### src/rtl/p405s_icu_vb_reader.sv
// ICU valid-bit array with registered lookup reads (write-first bypass) and a
// sequential search engine that finds the next invalid entry for fill allocation.
module p405s_icu_vb_reader #(
  parameter int NWAYS = 2,
  parameter int NENT  = 32
) (
  input  logic             CB,
  input  logic             resetL,
  input  logic             wrEn,
  input  logic             wrWay,
  input  logic [4:8]       wrIndex,
  input  logic             wrBit,
  input  logic             wrFlash,
  input  logic             rdReq,
  input  logic [4:8]       rdIndex,
  output logic             rdVld,
  output logic [0:NWAYS-1] rdVb,
  input  logic             srchReq,
  input  logic             srchWay,
  output logic             srchBusy,
  output logic             srchDone,
  output logic             srchHit,
  output logic [4:8]       srchIndex,
  output logic [0:31]      vbW0,
  output logic [0:31]      vbW1
);

  typedef enum logic [1:0] {
    S_IDLE = 2'd0,
    S_SCAN = 2'd1,
    S_DONE = 2'd2
  } state_t;

  logic [0:NENT-1]  vb_q [NWAYS];
  logic [0:NENT-1]  vb_d [NWAYS];
  logic             rd_vld_q, rd_vld_d;
  logic [0:NWAYS-1] rd_vb_q, rd_vb_d;
  state_t           state_q, state_d;
  logic             way_q, way_d;
  logic [4:0]       cur_q, cur_d;
  logic [5:0]       cnt_q, cnt_d;
  logic [4:0]       ptr_q, ptr_d;
  logic             hit_q, hit_d;
  logic [4:0]       idx_q, idx_d;

  // Post-write array view; it feeds the registers, the read bypass and the scan.
  always_comb begin
    vb_d = vb_q;
    if (wrFlash) begin
      for (int w = 0; w < NWAYS; w++) begin
        vb_d[w] = '0;
      end
    end else if (wrEn) begin
      vb_d[wrWay][wrIndex] = wrBit;
    end
  end

  always_comb begin
    rd_vld_d = rdReq;
    rd_vb_d  = rd_vb_q;
    if (rdReq) begin
      for (int w = 0; w < NWAYS; w++) begin
        rd_vb_d[w] = vb_d[w][rdIndex];
      end
    end
  end

  always_comb begin
    state_d = state_q;
    way_d   = way_q;
    cur_d   = cur_q;
    cnt_d   = cnt_q;
    ptr_d   = ptr_q;
    hit_d   = hit_q;
    idx_d   = idx_q;
    case (state_q)
      S_IDLE: begin
        if (srchReq) begin
          way_d   = srchWay;
          cur_d   = ptr_q;
          cnt_d   = 6'd0;
          hit_d   = 1'b0;
          state_d = S_SCAN;
        end
      end
      S_SCAN: begin
        if (!vb_d[way_q][cur_q]) begin
          hit_d   = 1'b1;
          idx_d   = cur_q;
          state_d = S_DONE;
        end else begin
          cur_d = cur_q + 5'd1;
          cnt_d = cnt_q + 6'd1;
          // Last of the 32 entries was valid: the way is full.
          if (cnt_q == 6'd31) begin
            hit_d   = 1'b0;
            state_d = S_DONE;
          end
        end
      end
      S_DONE: begin
        state_d = S_IDLE;
        if (hit_q) begin
          ptr_d = idx_q + 5'd1;
        end
      end
      default: state_d = S_IDLE;
    endcase
  end

  always_ff @(posedge CB or negedge resetL) begin
    if (!resetL) begin
      for (int w = 0; w < NWAYS; w++) begin
        vb_q[w] <= '0;
      end
      rd_vld_q <= 1'b0;
      rd_vb_q  <= '0;
      state_q  <= S_IDLE;
      way_q    <= 1'b0;
      cur_q    <= 5'd0;
      cnt_q    <= 6'd0;
      ptr_q    <= 5'd0;
      hit_q    <= 1'b0;
      idx_q    <= 5'd0;
    end else begin
      vb_q     <= vb_d;
      rd_vld_q <= rd_vld_d;
      rd_vb_q  <= rd_vb_d;
      state_q  <= state_d;
      way_q    <= way_d;
      cur_q    <= cur_d;
      cnt_q    <= cnt_d;
      ptr_q    <= ptr_d;
      hit_q    <= hit_d;
      idx_q    <= idx_d;
    end
  end

  assign rdVld     = rd_vld_q;
  assign rdVb      = rd_vb_q;
  assign srchBusy  = (state_q == S_SCAN);
  assign srchDone  = (state_q == S_DONE);
  assign srchHit   = hit_q;
  assign srchIndex = idx_q;
  assign vbW0      = vb_q[0];
  assign vbW1      = vb_q[1];

endmodule

### config.mk
export PLATFORM = sky130hd
export DESIGN_NAME = p405s_icu_vb_reader
export DESIGN_NICKNAME = d
export VERILOG_FILES = /design/src/rtl/p405s_icu_vb_reader.sv
export SDC_FILE = /design/constraint.sdc
export NUM_CORES = 1
export LEC_CHECK = 0
export BUFFER_PORTS_ARGS = -buffer_cell sky130_fd_sc_hd__buf_2
export CORE_UTILIZATION = 59
export CTS_BUF_LIST = sky130_fd_sc_hd__clkbuf_4 sky130_fd_sc_hd__clkbuf_8
export CTS_CLUSTER_SIZE = 30
export DETAILED_ROUTE_END_ITERATION = 10
export GPL_ROUTABILITY_DRIVEN = 0
export PLACE_DENSITY = 0.94
export REMOVE_ABC_BUFFERS = 1
export SYNTH_ARGS = -nofsm -noshare
export SYNTH_HDL_FRONTEND = slang
export SYNTH_SLANG_ARGS = --single-unit
### constraint.sdc
create_clock -name CB -period 3.2 [get_ports CB]
set_input_delay 0.16 -clock CB [delete_from_list [all_inputs] [get_ports CB]]
set_output_delay 0.16 -clock CB [all_outputs]
set_load 0.01 [all_outputs]
==> impl_metrics.toml <==
[run_status]
outcome = "complete, no violations"

[yosys]
synth_cell_type_count = 82
synth_edf_count = 0
syn_inst = 621
syn_area_sq_um = 5870
synthFlopType = "dfrtp_1"
ys_warn_count = 0
synth_area_per_cell_sq_um = 9.46
synthArstFlopShare_pct = 100
ys_seq_area_share_pct = 39.2
synth-seq-cells = 92

[cells_and_area]
final_cell_mix = "dfrtp_1 (92), buf_2 (92), a21oi_1 (75)"
drive_above_1_share_pct = 26.7
stdcell_count = 839
fin_nets = 723
final_util_pct = 68.4
syn_to_final_growth_pct = 13.4

[global_routing]
grt_pass1_vias = 5808
grt_pass1_wl_um = 31000
met2_usage_pct = 59.4
use_met1_pct = 48.2
antenna_found_initial = 1
grt_max_degree = 56
gr-total-overflow = 0
track_usage_pct = 40.6
grt_busiest_layer = "met2"
met3_usage_pct = 19.7

[clocking]
clkSinkCount = 92
htree_levels = 3
root_buffer = "clkbuf_8"
clk_pin_slew_ns = 0.08
clock_path_buffers = 2
cts_buffers = 9
cts_tree = "built"
clk_latency_ns = 0.38
post_cts_buffers = 0

[sta]
max_clock_freq_mhz = 330
drv_slew = 0
tightestPinTransition_ns = 0.939
hold_viol = 0
clock_skew_ns = 0.0155
slew_headroom_pct = 36.7
rsz0062_at_grt = "false"
fin_crit_sh_pct = 94.8
hold_ws_ns = 0.0268
setup_violations = 0
tns_ns = 0
period_minus_slack_ns = 3.03

[drt]
final_antenna_net_count = 0
wl_um = 19800
drt-pass1-iter-count = 9
wl_per_cell_um = 23.6
dr.first_iter.drc_count = 1213
num_vias = 6155
avgViaCountPerCell = 7.34
drc_errors = 0

[power]
p_leak_uw = 0.00290
power_switching_uw = 1480
p_seq_share_pct = 40.4
power_density_nw_per_um2 = 547
max-vdd-ir-drop_v = 0.000583
power.share.switching_pct = 40.6
finalPower_uw = 3640
clkPwrFrac_pct = 21.2
pwr-share-comb_pct = 38.4
p_int_uw = 2160

[die]
die_area_sq_um = 10400
row_count = 36
die_x_um = 102
io_pins = 94
initial_core_util_pct = 60.4
core_sq_um = 9730
die_height_um = 102

[setup_path]
setup.worst_path.end_class = "flop"
crit_arrival_ns = 3.33
reg2reg_depth = 10
critPathLaunch = "way_q"
crit_type = "reg2reg"
crit_fanout = 6
r2r_slack_ns = 0.17
cp.required_ns = 3.49
r2r_start = "way_q"
cp-start-kind = "flop"
crit_path_end = "cnt_q[4]"
rr_endpoint = "cnt_q[4]"

[place]
post-place-cells = 820
place.port_buffers = 93
hpwl_um = 13900

[job]
maxCapViolCount = 0

[worst_hold_path]
hold_path_class = "in2reg"
cells in the mapped netlist (all sizes together), types with 4 or more instances:
| cell | count | area, sq um |
|---|---|---|
| a2111oi | 5 | 50.0 |
| or3 | 4 | 25.0 |
| nand2 | 38 | 150 |
| clkbuf | 26 | 98.8 |
| a31oi | 11 | 68.8 |
| nand3 | 13 | 70.1 |
| inv | 9 | 33.8 |
| o31ai | 5 | 37.5 |
| mux2 | 8 | 90.1 |
| o21ai | 12 | 60.1 |
| nand2b | 5 | 31.3 |
| nor4b | 5 | 71.3 |
| a21o | 6 | 45.0 |
| mux4 | 18 | 405 |
| dfrtp | 92 | 2300 |
| a211oi | 22 | 170 |
| a22oi | 4 | 35.0 |
| o211ai | 4 | 30.0 |
| o22ai | 15 | 93.8 |
| nor3b | 4 | 35.0 |
| buf | 29 | 179 |
| and4b | 4 | 40.0 |
| nor3 | 31 | 170 |
| nor2 | 64 | 257 |
| nand4 | 7 | 58.8 |
| mux2i | 9 | 90.1 |
| nor2b | 25 | 156 |
| a21oi | 80 | 427 |
| and4bb | 4 | 50.1 |
| nor4 | 9 | 75.1 |
| nand4b | 4 | 35.0 |
worst min path at each step:
stage | start | to | cells past startpoint
after floorplan | resetL | cnt_q[0] | 0
after global placement | resetL | vbW1[11] | 1
after detailed placement | resetL | vbW1[9] | 1
after CTS | srchWay | way_q | 3
after global routing | srchWay | way_q | 3
final | srchWay | way_q | 3
kinds of logic (layout without fill, tap and decap cells):
family | count (synthesis) | after routing | share of synthesized area (%)
adder cells (fa/ha/maj) | 3 | 3 | 0.639
buffers and inverters | 65 | 149 | 5.37
AO/OA/AOI/OAI | 181 | 181 | 20.0
flip-flops | 92 | 92 | 39.2
other | 0 | 1 | 0
XOR/XNOR | 4 | 4 | 0.597
multiplexers | 35 | 35 | 9.97
AND/OR/NAND/NOR | 241 | 241 | 24.2
worst max-delay path: stages, from the launching register on:
cell	delay, ns
dfrtp_1	0.48
or2_2	0.39
nor2_1	0.31
nand2_1	0.21
nor3_1	0.26
nor4_1	0.10
o211ai_1	0.15
a32o_2	0.36
nand2_4	0.10
or4_1	0.49
o211ai_1	0.11
through the flow:
step	cell area (sq um)	setup WS [ns]
after global routing	6650	0.177
after CTS	6650	0.353
after detailed placement	6440	0.134
after global placement	6440	0.270
final	6660	0.166
after floorplan	5590	0.384
repair_timing:
action,4_1_cts,5_1_grt
endpoints found under the hold margin,55,0
gates resized for setup,0,0
endpoints found under the setup margin,0,0
hold buffers,3,0
registers in the layout (all words and copies together) (netlist names), 2 cells and up:
signal	cells
vbW1	32
cnt_q	6
state_q	2
rdVb	2
ptr_q	5
srchIndex	5
vbW0	32
cur_q	5
layout make-up:
type	count	area (sq um)
inverters	10	37.5
diodes	1	2.50
fillers	736	3070
well taps	133	166
multi-input cells	464	3250
clock inverters	5	53.8
clock buffers	10	131
flip-flops and latches	92	2300
repair buffers	124	708
routing by layer:
layer  up-vias  wire, um
met5         -         0
met4         0      1660
met3       204      2950
met2       621      8350
met1      2827      6850
li1       2503         -
power by group through the flow:
| stage | Clock (uW) | Combinational (uW) | Sequential, uW |
|---|---|---|---|
| floorplan | 0 | 754 | 1530 |
| global placement | 0 | 1290 | 1470 |
| detailed placement | 0 | 1330 | 1480 |
| CTS | 775 | 1340 | 1460 |
| global route | 821 | 1490 | 1480 |
| finish | 772 | 1400 | 1470 |
Note: power is estimated with default switching activity, not from simulation.
